## src/rtl/max_seq_pkg.sv

```systemverilog
// Shared types and defaults for the sequential max-reduction controller.
package max_seq_pkg;

   typedef enum logic [1:0] {
      StIdle,
      StAccum,
      StDone
   } state_e;

   localparam int unsigned DefWidth  = 8;
   localparam int unsigned DefNumOps = 8;

   // Fallback for toolflows without $clog2.
   function automatic int unsigned clog2(input int unsigned value);
      int unsigned res;
      res = 0;
      while ((32'd1 << res) < value) res++;
      return res;
   endfunction

endpackage

```

## src/rtl/max_cmp_stage.sv

```systemverilog
// Combinational max comparator/mux, kept separate so an approximate netlist can replace it.
module max_cmp_stage
   import max_seq_pkg::*;
#(
   parameter int unsigned WIDTH = DefWidth
) (
   input  logic [WIDTH-1:0] a,
   input  logic [WIDTH-1:0] b,
   input  logic             first,
   output logic             sel,
   output logic [WIDTH-1:0] max_val
);

   // Strict compare: ties keep a, i.e. the earlier operand.
   assign sel     = first || (b > a);
   assign max_val = sel ? b : a;

endmodule

```

## src/rtl/max_seq_ctrl.sv

```systemverilog
// Time-shared running-max controller over NUM_OPS operands with valid/ready in and out.
// Define MAX_SEQ_ARGMAX_EN to track and report the argmax index on out_idx.
module max_seq_ctrl
   import max_seq_pkg::*;
#(
   parameter int unsigned WIDTH   = DefWidth,
   parameter int unsigned NUM_OPS = DefNumOps,
   parameter int unsigned IDX_W   = $clog2(NUM_OPS)
) (
   input  logic             clk,
   input  logic             rst_n,
   input  logic             start,
   input  logic             in_valid,
   output logic             in_ready,
   input  logic [WIDTH-1:0] in_data,
   output logic             out_valid,
   input  logic             out_ready,
   output logic [WIDTH-1:0] out_max,
   output logic [IDX_W-1:0] out_idx,
   output logic             busy
);

   localparam logic [IDX_W-1:0] LastIdx = IDX_W'(NUM_OPS - 1);

   state_e           state_q;
   logic [IDX_W-1:0] counter_q;
   logic [WIDTH-1:0] run_max_q;
   logic             xfer;
   logic             first_op;
   logic             last_op;
   logic             cmp_sel;
   logic [WIDTH-1:0] cmp_max;

   // in_ready is only high in StAccum, so xfer implies the accumulate state.
   assign xfer     = in_valid && in_ready;
   assign first_op = (counter_q == '0);
   assign last_op  = (counter_q == LastIdx);

   max_cmp_stage #(
      .WIDTH(WIDTH)
   ) u_cmp (
      .a      (run_max_q),
      .b      (in_data),
      .first  (first_op),
      .sel    (cmp_sel),
      .max_val(cmp_max)
   );

   always_ff @(posedge clk or negedge rst_n) begin
      if (!rst_n) begin
         state_q   <= StIdle;
         counter_q <= '0;
         run_max_q <= '0;
         in_ready  <= 1'b0;
         out_valid <= 1'b0;
         out_max   <= '0;
         busy      <= 1'b0;
      end else begin
         unique case (state_q)
            StIdle: begin
               if (start) begin
                  state_q   <= StAccum;
                  counter_q <= '0;
                  in_ready  <= 1'b1;
                  busy      <= 1'b1;
               end
            end
            StAccum: begin
               if (xfer) begin
                  if (cmp_sel) run_max_q <= in_data;
                  if (last_op) begin
                     out_max   <= cmp_max;
                     out_valid <= 1'b1;
                     in_ready  <= 1'b0;
                     state_q   <= StDone;
                  end else begin
                     counter_q <= counter_q + 1'b1;
                  end
               end
            end
            StDone: begin
               if (out_ready) begin
                  out_valid <= 1'b0;
                  busy      <= 1'b0;
                  state_q   <= StIdle;
               end
            end
            default: state_q <= StIdle;
         endcase
      end
   end

`ifdef MAX_SEQ_ARGMAX_EN
   logic [IDX_W-1:0] run_idx_q;

   always_ff @(posedge clk or negedge rst_n) begin
      if (!rst_n) begin
         run_idx_q <= '0;
         out_idx   <= '0;
      end else if (xfer) begin
         if (cmp_sel) run_idx_q <= counter_q;
         if (last_op) out_idx <= cmp_sel ? counter_q : run_idx_q;
      end
   end
`else
   assign out_idx = '0;
`endif

endmodule

```

## config.mk

```make
export PLATFORM = sky130hd
export DESIGN_NAME = max_seq_ctrl
export DESIGN_NICKNAME = d
export VERILOG_FILES = /design/src/rtl/max_seq_pkg.sv /design/src/rtl/max_cmp_stage.sv /design/src/rtl/max_seq_ctrl.sv
export SDC_FILE = /design/constraint.sdc
export NUM_CORES = 1
export LEC_CHECK = 0
export ABC_CLOCK_PERIOD_IN_PS = 2050
export CAP_MARGIN = 20
export CORE_UTILIZATION = 45
export CTS_CLUSTER_SIZE = 14
export DETAILED_ROUTE_END_ITERATION = 8
export PLACE_DENSITY = 0.74
export SKIP_CTS_REPAIR_TIMING = 1
export SYNTH_ARGS = -nofsm -noshare
export SYNTH_HDL_FRONTEND = slang
export SYNTH_SLANG_ARGS = --single-unit
export TNS_END_PERCENT = 20
```

## constraint.sdc

```tcl
create_clock -name clk -period 2.05 [get_ports clk]
set_clock_uncertainty 0.1 [all_clocks]
set_input_delay 0.41 -clock clk [delete_from_list [all_inputs] [get_ports clk]]
set_output_delay 0.41 -clock clk [all_outputs]
set_load 0.005 [all_outputs]
```

# After elaboration in Yosys (flattened, before gate mapping)
# Cells that the tools add are included.
# totals
register_bits	24
in_bits	13
out_inout_bits	14
word_cells	50
# classes
n_addsub	1
order_cmp	1
eq_ne	8
n_mux	19
reduce_logical	14
# ops
op	count
AND reduction 4 bit	4
inequality test 2 bit (second input constant)	5
2-to-1 mux 3 bit	3
greater-than comparator 8 bit	1
2-to-1 mux 2 bit	4
2-to-1 mux 8 bit	1
2-to-1 mux 1 bit	6
one-hot mux 1 bit (2 select lines)	3
one-hot mux 2 bit (3 select lines)	1
one-hot mux 3 bit (2 select lines)	1
AND reduction 3 bit	2
nonzero test 2 bit	3
adder 3 x 1 -> 3 bit (second input constant)	1
equality test 3 bit (second input constant)	1
zero test 3 bit	1
equality test 2 x 1 -> 1 bit (second input constant)	1
equality test 2 bit (second input constant)	1
zero test 2 bit	1
AND reduction 2 bit	1
logical AND 1 bit	1
logical OR 1 bit	1

# Longest topological paths before layout
# Gate-level depths: netlist of the first run.
# logic_depth
ltp_word	4
mapped_depth	9
ltp_nobuf	8

# By module
# A second synthesis of the first run with hierarchy kept.
# unflattened
cells_unflattened	121
area_unflattened_um2	1436.4
# modules_own_cells
mod	n_inst	cells_per_inst	area_per_inst_um2	seq_area_each_um2
max_seq_ctrl	1	82	1116.1	600.6
max_cmp_stage	1	39	320.3	0.0

# Least setup slack after synthesis of the first run
# No wires, ideal clock.
# synth_path
path_kind	input-to-reg
start	input port in_data[3]
end	register run_max_q[0]
setup_time_ns	0.125
arrival_ns	1.788
required_ns	1.825
path_slack_ns	0.037
stages	8
n_path_buf	1
cell_sequence	ha_1 -> nand2_1 -> o21bai_1 -> a21o_1 -> a31oi_1 -> buf_6 -> nand2_8 -> mux2_4
# synth_via
elab_chain_cells	3
# synth_lines
element	line_no	source
from (decl)	max_seq_ctrl.sv:15	input logic [WIDTH-1:0] in_data,
greater-than comparator 8 bit	max_cmp_stage.sv:15	assign sel = first || (b > a);
logical OR 1 bit	max_cmp_stage.sv:15	
2-to-1 mux 8 bit	n/a	
to (signal assigned)	max_seq_ctrl.sv:70	if (cmp_sel) run_max_q <= in_data;
to (decl)	max_seq_ctrl.sv:27	logic [WIDTH-1:0] run_max_q;
# Every way passes these cells.
# A chain may end at the register's enable or synchronous reset.

# Worst setup path in the final report of the first run
# layout_path
start	input port in_data[6]
end	register run_max_q[7]
# The elaborated chain is that of the path after synthesis.

==> results of run 1 <==
metal layers:
layer  vias to the layer above  part of all wire (%)  GRT usage, %
li1                        509                     -             -
met1                       525                    43          22.0
met2                        15                    52          29.7
met3                         5                   2.3          3.00
met4                         0                   1.8          9.76
met5                         -                     0             0
cell type report:
| type | instances | share of cell area, % |
|---|---|---|
| timing repair buffer | 44 | 22.2 |
| sequential | 24 | 33.2 |
| multi-input combinational | 83 | 38.3 |
| inverter | 14 | 2.90 |
| clock buffer | 3 | 1.24 |
| tap | 31 | 2.14 |
stage by stage:
| stage | std cells | area (µm²) | setup TNS [ns] | utilization [%] |
|---|---|---|---|---|
| after floorplan | 127 | 1350 | 0 | - |
| after global placement | 196 | 1730 | -7.33 | 62.2 |
| after detailed placement | 196 | 1730 | -8.38 | 62.2 |
| after CTS | 199 | 1750 | -2.94 | 63.0 |
| after global routing | 199 | 1810 | -2.51 | 65.0 |
| final | 199 | 1810 | -1.18 | 65.0 |
layout by cell type, fill, tap and decap left out, drive strengths merged:
| cell | count |
|---|---|
| nor2 | 9 |
| nor4 | 2 |
| o21bai | 1 |
| mux2 | 8 |
| nor3 | 1 |
| clkbuf | 3 |
| buf | 21 |
| a31o | 1 |
| nand3 | 2 |
| dlymetal6s2s | 4 |
| o221a | 1 |
| nand2 | 10 |
| nor2b | 3 |
| o21ai | 6 |
| mux2i | 9 |
| nand4 | 1 |
| clkdlybuf4s50 | 19 |
| a31oi | 1 |
| conb | 3 |
| ha | 11 |
| dfrtp | 24 |
| and2 | 1 |
| a21oi | 11 |
| inv | 14 |
| a21o | 2 |
cell usage after synthesis, drive strengths merged:
cell type / n
dfrtp: 24
nor2b: 3
a31oi: 1
nand2: 10
a21o: 2
mux2: 8
o21ai: 6
nor3: 1
nand3: 2
a31o: 1
nand4: 1
o21bai: 1
o221a: 1
mux2i: 9
inv: 14
nor2: 9
ha: 11
conb: 1
buf: 6
nor4: 2
and2: 1
a21oi: 11
flip-flops by register name, indices dropped and copies added (netlist names):
signal and count:
out_valid 1, busy 1, counter_q 3, in_ready 1
state_q 2, out_max 8, run_max_q 8
power groups by stage:
stage                     combinational, mW  sequential [mW]  clock, mW
after global placement                 1.35            0.839          0
after detailed placement               1.41            0.852          0
after CTS                              1.41            0.845      0.218
after global routing                   1.62            0.873      0.238
after floorplan                       0.856            0.841          0
final                                  1.48            0.842      0.210
how the worst min path moves through the flow:
stage	cells after the start	endpoint	startpoint	slack (ns)
finish	2	out_valid	rst_n	0.33
global route	2	out_max[7]	rst_n	0.36
CTS	2	out_valid	rst_n	0.33
detailed placement	1	out_valid	out_valid	0.37
global placement	1	out_valid	out_valid	0.36
floorplan	0	busy	rst_n	0.01
cells by family after synthesis:
group	Yosys count
AO/OA/AOI/OAI	23
adder cells (fa/ha/maj)	11
buffers and inverters	20
flip-flops	24
multiplexers	17
other	1
AND/OR/NAND/NOR	29
==> flow_summary.ini, run 1 <==
[setup_path]
critPathTopFamily = buffers and inverters
r2r-start = run_max_q[6]
endpoint_kind = flop
slowest_delay_ns = 0.42
critPathRequiredTime_ns = 2.16
path_class = in -> reg
path_depth = 8
critical_path_buf_inv_count = 2
slowest_stage = clkdlybuf4s50_1
path_cells = clkdlybuf4s50_1 -> ha_1 -> nand4_1 -> a21o_1 -> a31oi_4 -> buf_6 -> nand2_8 -> mux2_4
crit_end = run_max_q[7]
worstPathMaxFanout = 8
r2r_end = run_max_q[7]
r2r_setup_slack_ns = -0.08
cp-start-kind = primary input
crit_start = in_data[6]
critPathArrivalTime_ns = 2.30
rr_worst_depth = 8

[cts]
clk_pin_slew_worst_paths_ns = 0.13
numCtsBuffers = 3
cts_sinks = 24
insertion_delay_ns = 0.32
cts_buffer_depth = 2
root_buffer = clkbuf_4
cts_tree = built
h-tree-depth = 1

[pwr]
switching_share_pct = 36.1
seqPwrFrac_pct = 33.2
p_total_mw = 2.53
pwr-share-comb_pct = 58.5
power.density_nw_per_um2 = 1400
p_sw_mw = 0.915
p_int_mw = 1.62
p_clk_share_pct = 8.3
p_leak_nw = 0.931
peakVddDrop_mv = 0.931

[timing]
final_hold_viol_count = 0
setup_violations = 15
worst_slack_ns = -0.138
fin_crit_ns = 2.19
final-max-slew-violation-count = 0
min_period_over_period_pct = 107
fmax_ghz = 0.457
hold_ws_ns = 0.330
grt_setup_unrepaired = true

[status]
status = complete, but fails checks
violations = setup timing

[die]
row_count = 19
dieArea_um2 = 3200
dieWidth_um = 56.6
die-height_um = 56.6
initial_core_util_pct = 48.2
core_area_um2 = 2780
ios = 27

[logic_synthesis]
synth_seq_cells = 24
yosysTopAreaCellShare_pct = 44.8
synthMuxAreaShare_pct = 15.7
synthAdderAreaFrac_pct = 10.3
netlist_instances = 125
syn_area_um2 = 1340
synth_area_per_cell_um2 = 10.7
seq_area_frac_synth_pct = 44.8
synthSimpleGateAreaFrac_pct = 11.8
yosysWarnings = 0
ys_types = 25
yosys-top-cells-area = dfrtp_1, ha_1, mux2_4
synth_compound_area_share_pct = 9.99
yosysTopAreaCell = dfrtp_1
synthXorXnorAreaFrac_pct = 0
synth_top_family_by_area = multiplexers

[routing]
wl_per_cell_um = 13.0
drtPass1Iterations = 2
drtAntennaViolNets = 0
initialDrtViolationCount = 18
vias = 1054
routed_wl_mm = 2.59
vias_per_cell = 5.30
drc_errors = 0

[placed_design]
gp_congestion = 0.807
pre_cts_ws_ns = -0.600
port_buffers = 23
dp_hpwl_mm = 2.03

[min_path]
holdCritPathClass = in -> async

[global_route]
grt_use_total_pct = 17.9
antenna_found_initial = 0
grt_pass1_vias = 1011
grt_overflow = 0
grt_first_pass_wirelength_mm = 4.34
grt_max_degree = 25

[final_layout]
nets = 194
antenna_cells = 0
multi_input_area_um2 = 693
nFillCells = 221
register_area_um2 = 601
layout-area-overhead-vs-synth_pct = 35.0
final_layout_size_suffix_gt1_share_pct = 23.2

[job]
drv_cap = 0
Power figures use the tool's default switching activity.
==> run 2: changes to the inputs <==
--- a/config.mk
+++ b/config.mk
@@ -10,7 +10,8 @@
 export CORE_UTILIZATION = 45
 export CTS_CLUSTER_SIZE = 14
 export DETAILED_ROUTE_END_ITERATION = 8
-export PLACE_DENSITY = 0.74
+export PLACE_DENSITY_LB_ADDON = 0.1
+export RECOVER_POWER = 100
 export SKIP_CTS_REPAIR_TIMING = 1
 export SYNTH_ARGS = -nofsm -noshare
 export SYNTH_HDL_FRONTEND = slang
==> flow_summary.ini, run 2 (synthesis results as in run 1) <==
[status]
status = complete, but fails checks
violations = setup timing

[setup_path]
r2r-start = run_max_q[7]
critPathArrivalTime_ns = 2.22
endpoint_kind = flop
critPathRequiredTime_ns = 2.16
worstPathMaxFanout = 4
cp-start-kind = flop
path_cells = inv_1 -> ha_4 -> nand4_1 -> a21o_1 -> a31oi_2 -> buf_6 -> buf_12 -> mux2i_1 -> a21oi_1
r2r_setup_slack_ns = -0.06
r2r_end = out_max[4]
rr_worst_depth = 9
path_class = reg -> reg
slowest_stage = dfrtp_1
slowest_delay_ns = 0.41

[placed_design]
port_buffers = 23
dp_cells = 194
pre_cts_ws_ns = -0.569
gp_congestion = 0.746
dpl-instance-area_um2 = 1730
dp_hpwl_mm = 1.97

[timing]
hold_ws_ns = 0.365
fmax_ghz = 0.474
fin_crit_ns = 2.11
min_period_over_period_pct = 103
final_hold_viol_count = 0
setup_violations = 12
setup_tns_ns = -0.450
worst_pin_slew_ns = 1.30
grt_setup_unrepaired = true
maxSlewHeadroom_pct = 13.5
worst_slack_ns = -0.0612
final-max-slew-violation-count = 0

[cts]
h-tree-depth = 1
numCtsBuffers = 3
insertion_delay_ns = 0.31
cts_sinks = 24
cts_buffer_depth = 2
root_buffer = clkbuf_4
cts_tree = built
clk_pin_slew_worst_paths_ns = 0.13

[final_layout]
layout_commonest_cell = dfrtp_1
antenna_cells = 0
nFillCells = 235
stdcell_count = 203
nets = 197
reg_top3 = out_max (8), run_max_q (8), counter_q (3)
final_cell_mix = dfrtp_1, buf_4, inv_1
fin_util_pct = 67.5
layout-area-overhead-vs-synth_pct = 40.1
final_layout_size_suffix_gt1_share_pct = 27.3
fin_area_um2 = 1880

[global_route]
antenna_found_initial = 0
grt_overflow = 0
grt_first_pass_wirelength_mm = 4.31
grt_pass1_vias = 1008
grt_use_total_pct = 17.5
grt_max_degree = 25

[routing]
drc_errors = 0
wl_per_cell_um = 13.1
initialDrtViolationCount = 16
vias = 1030
drtAntennaViolNets = 0
vias_per_cell = 5.07
routed_wl_mm = 2.66
drtPass1Iterations = 5

[pwr]
p_leak_nw = 0.983
power.density_nw_per_um2 = 1430
peakVddDrop_mv = 1.05
p_total_mw = 2.68

[die]
ios = 27
dieArea_um2 = 3200
row_count = 19
dieWidth_um = 56.6
initial_core_util_pct = 48.2
core_area_um2 = 2780
die-height_um = 56.6

[min_path]
hold_path_end = run_max_q[1]
whs_path_depth = 3
hp-start = in_data[1]
holdCritPathClass = in -> reg

[job]
drv_cap = 0
## run 2: metal layers
layer  share of wire (%)  global-route usage, %  vias up
met5                   0                      0        -
met4                0.68                   8.01        0
met1                  47                   21.9      497
met3                 3.4                   4.15        2
met2                  49                   28.4       20
li1                    -                      -      511
## run 2: how the worst max path moves through the flow
stage | start | to | slack (ns) | cells after the start
2_1_floorplan | in_data[3] | run_max_q[0] | 0.04 | 8
3_3_place_gp | in_data[3] | out_max[4] | -0.50 | 10
3_5_place_dp | in_data[3] | out_max[4] | -0.57 | 10
4_1_cts | in_data[3] | out_max[4] | -0.23 | 10
5_1_grt | run_max_q[6] | out_max[6] | -0.13 | 9
6_report | run_max_q[7] | out_max[4] | -0.06 | 9
## run 2: area by class of cell
cell class / instances / area, µm² / area share (%)
multi-input cells: 83 / 709 / 37.8
flip-flops and latches: 24 / 601 / 32.0
repair buffers: 47 / 439 / 23.4
inverters: 14 / 52.6 / 2.80
well taps: 31 / 38.8 / 2.07
clock buffers: 4 / 36.3 / 1.93
## run 2: report_power, final
part,total (mW),internal [mW],switching (mW),leakage [nW]
logic,1.59,0.935,0.660,0.682
registers,0.837,0.695,0.142,0.280
clock network,0.251,0.108,0.143,0.0210
total,2.68,1.74,0.945,0.983
## run 2: worst max-delay path, delay by kind of cell, from the launching register on
kind                     cells  cell delay, ns
flip-flops                   1            0.41
AO/OA/AOI/OAI                3            0.47
multiplexers                 1            0.23
buffers and inverters        3            0.37
adder cells (fa/ha/maj)      1            0.27
AND/OR/NAND/NOR              1            0.16
==> run 3: changes to the inputs <==
--- a/config.mk
+++ b/config.mk
@@ -7,6 +7,7 @@
 export LEC_CHECK = 0
 export ABC_CLOCK_PERIOD_IN_PS = 2050
 export CAP_MARGIN = 20
+export CORE_MARGIN = 2
 export CORE_UTILIZATION = 45
 export CTS_CLUSTER_SIZE = 14
 export DETAILED_ROUTE_END_ITERATION = 8
==> flow_summary.ini, run 3 (synthesis results as in run 1) <==
[status]
status = complete, but fails checks
violations = setup timing

[setup_path]
critPathArrivalTime_ns = 2.17
slowest_stage = dfrtp_1
path_class = reg -> reg
slowest_delay_ns = 0.38
r2r-start = run_max_q[5]
rr_worst_depth = 9
crit_start = run_max_q[5]
worstPathMaxFanout = 8
critPathTopFamily = compound AO/OA/AOI/OAI gates
cp-start-kind = flop
path_cells = inv_1 -> ha_1 -> a21oi_1 -> nor2b_1 -> o21ai_1 -> a31oi_4 -> buf_6 -> nand2_8 -> mux2_4
critPathRequiredTime_ns = 2.16
path_depth = 9
critical_path_buf_inv_count = 2
endpoint_kind = flop

[global_route]
grt_overflow = 0
grt_use_total_pct = 17.7
grt_first_pass_wirelength_mm = 4.59
grt_max_degree = 25
antenna_found_initial = 0
grt_pass1_vias = 1050

[placed_design]
dp_cells = 196
dp_hpwl_mm = 2.06
gp_congestion = 0.756
pre_cts_ws_ns = -0.545
port_buffers = 23

[timing]
final_hold_viol_count = 0
final-max-slew-violation-count = 0
min_period_over_period_pct = 100
setup_violations = 4
worst_pin_slew_ns = 1.33
fmax_ghz = 0.485
setup_tns_ns = -0.0252
worst_slack_ns = -0.0100
fin_crit_ns = 2.06
maxSlewHeadroom_pct = 11.1
grt_setup_unrepaired = true

[final_layout]
final_cell_mix = dfrtp_1, buf_4, clkdlybuf4s50_1
layout-area-overhead-vs-synth_pct = 41.3
register_area_um2 = 601
nFillCells = 222
stdcell_count = 202
antenna_cells = 0
reg_top3 = out_max (8), run_max_q (8), counter_q (3)
multi_input_area_um2 = 742
nets = 196
layout_commonest_cell = dfrtp_1
fin_util_pct = 68.1
final_layout_size_suffix_gt1_share_pct = 29.2

[min_path]
whs_path_depth = 2
hp-start = in_data[5]
holdCritPathClass = in -> reg

[die]
row_count = 19
core_area_um2 = 2780
die-height_um = 58.6
ios = 27
initial_core_util_pct = 48.2
dieWidth_um = 58.6
dieArea_um2 = 3430

[routing]
drc_errors = 0
vias = 1021
initialDrtViolationCount = 20
vias_per_cell = 5.05
drtPass1Iterations = 4
routed_wl_mm = 2.79
wl_per_cell_um = 13.8
drtAntennaViolNets = 0

[pwr]
p_leak_nw = 0.980
peakVddDrop_mv = 0.946
power.density_nw_per_um2 = 1450
p_clk_share_pct = 9.2
switching_share_pct = 36.1
p_int_mw = 1.76
p_sw_mw = 0.992
p_total_mw = 2.75
seqPwrFrac_pct = 30.6
pwr-share-comb_pct = 60.1

[cts]
h-tree-depth = 1
cts_tree = built
root_buffer = clkbuf_4
cts_sinks = 24
numCtsBuffers = 3
clk_pin_slew_worst_paths_ns = 0.13
cts_buffer_depth = 2
insertion_delay_ns = 0.31

[job]
drv_cap = 0
## run 3: cell count changes in the layout (fill, tap and decap cells not counted), sizes merged
cell,before,now
clkdlybuf4s50,3,14
dlygate4sd3,12,1
clkbuf,6,5
## run 3: layout make-up
cell class | instances | share of cell area [%]
tap | 31 | 2.05
multi-input combinational | 83 | 39.2
clock buffer | 4 | 1.92
timing repair buffer | 46 | 22.3
sequential | 24 | 31.7
inverter | 14 | 2.78
## run 3: layer usage
layer / wire (µm) / track usage (%) / share of wire [%] / vias to the layer above
li1: - / - / - / 508
met1: 1310 / 22.9 / 47 / 487
met2: 1370 / 30.5 / 49 / 24
met3: 94 / 4.18 / 3.4 / 2
met4: 18 / 3.90 / 0.65 / 0
met5: 0 / 0 / 0 / -
## run 3: worst paths after layout
path | endpoint | slack (ns)
setup / recovery | run_max_q[4] | -0.01
hold / removal | run_max_q[5] | 0.32
setup reg to reg | run_max_q[4] | -0.01
hold reg to reg | out_valid | 0.40
max in group asynchronous | run_max_q[6] | 0.28
min in group asynchronous | busy | 0.79
## run 3: worst reg2reg max path, stage by stage, from the launching register on
cell	delay, ns
dfrtp_1	0.38
inv_1	0.05
ha_1	0.31
a21oi_1	0.14
nor2b_1	0.06
o21ai_1	0.22
a31oi_4	0.14
buf_6	0.15
nand2_8	0.11
mux2_4	0.31
## run 3: through the flow
step | hold slack (ns) | area (µm²)
final | 0.321 | 1890
after global routing | 0.312 | 1890
after CTS | 0.337 | 1770
after detailed placement | 0.372 | 1730
after global placement | 0.365 | 1730
after floorplan | 0.0144 | 1350
## run 3: power by group through the flow
stage	combinational, mW	clock (mW)	sequential [mW]
after floorplan	0.856	0	0.841
after global placement	1.39	0	0.837
after detailed placement	1.44	0	0.852
after CTS	1.44	0.261	0.844
after global routing	1.81	0.280	0.874
final	1.65	0.254	0.843
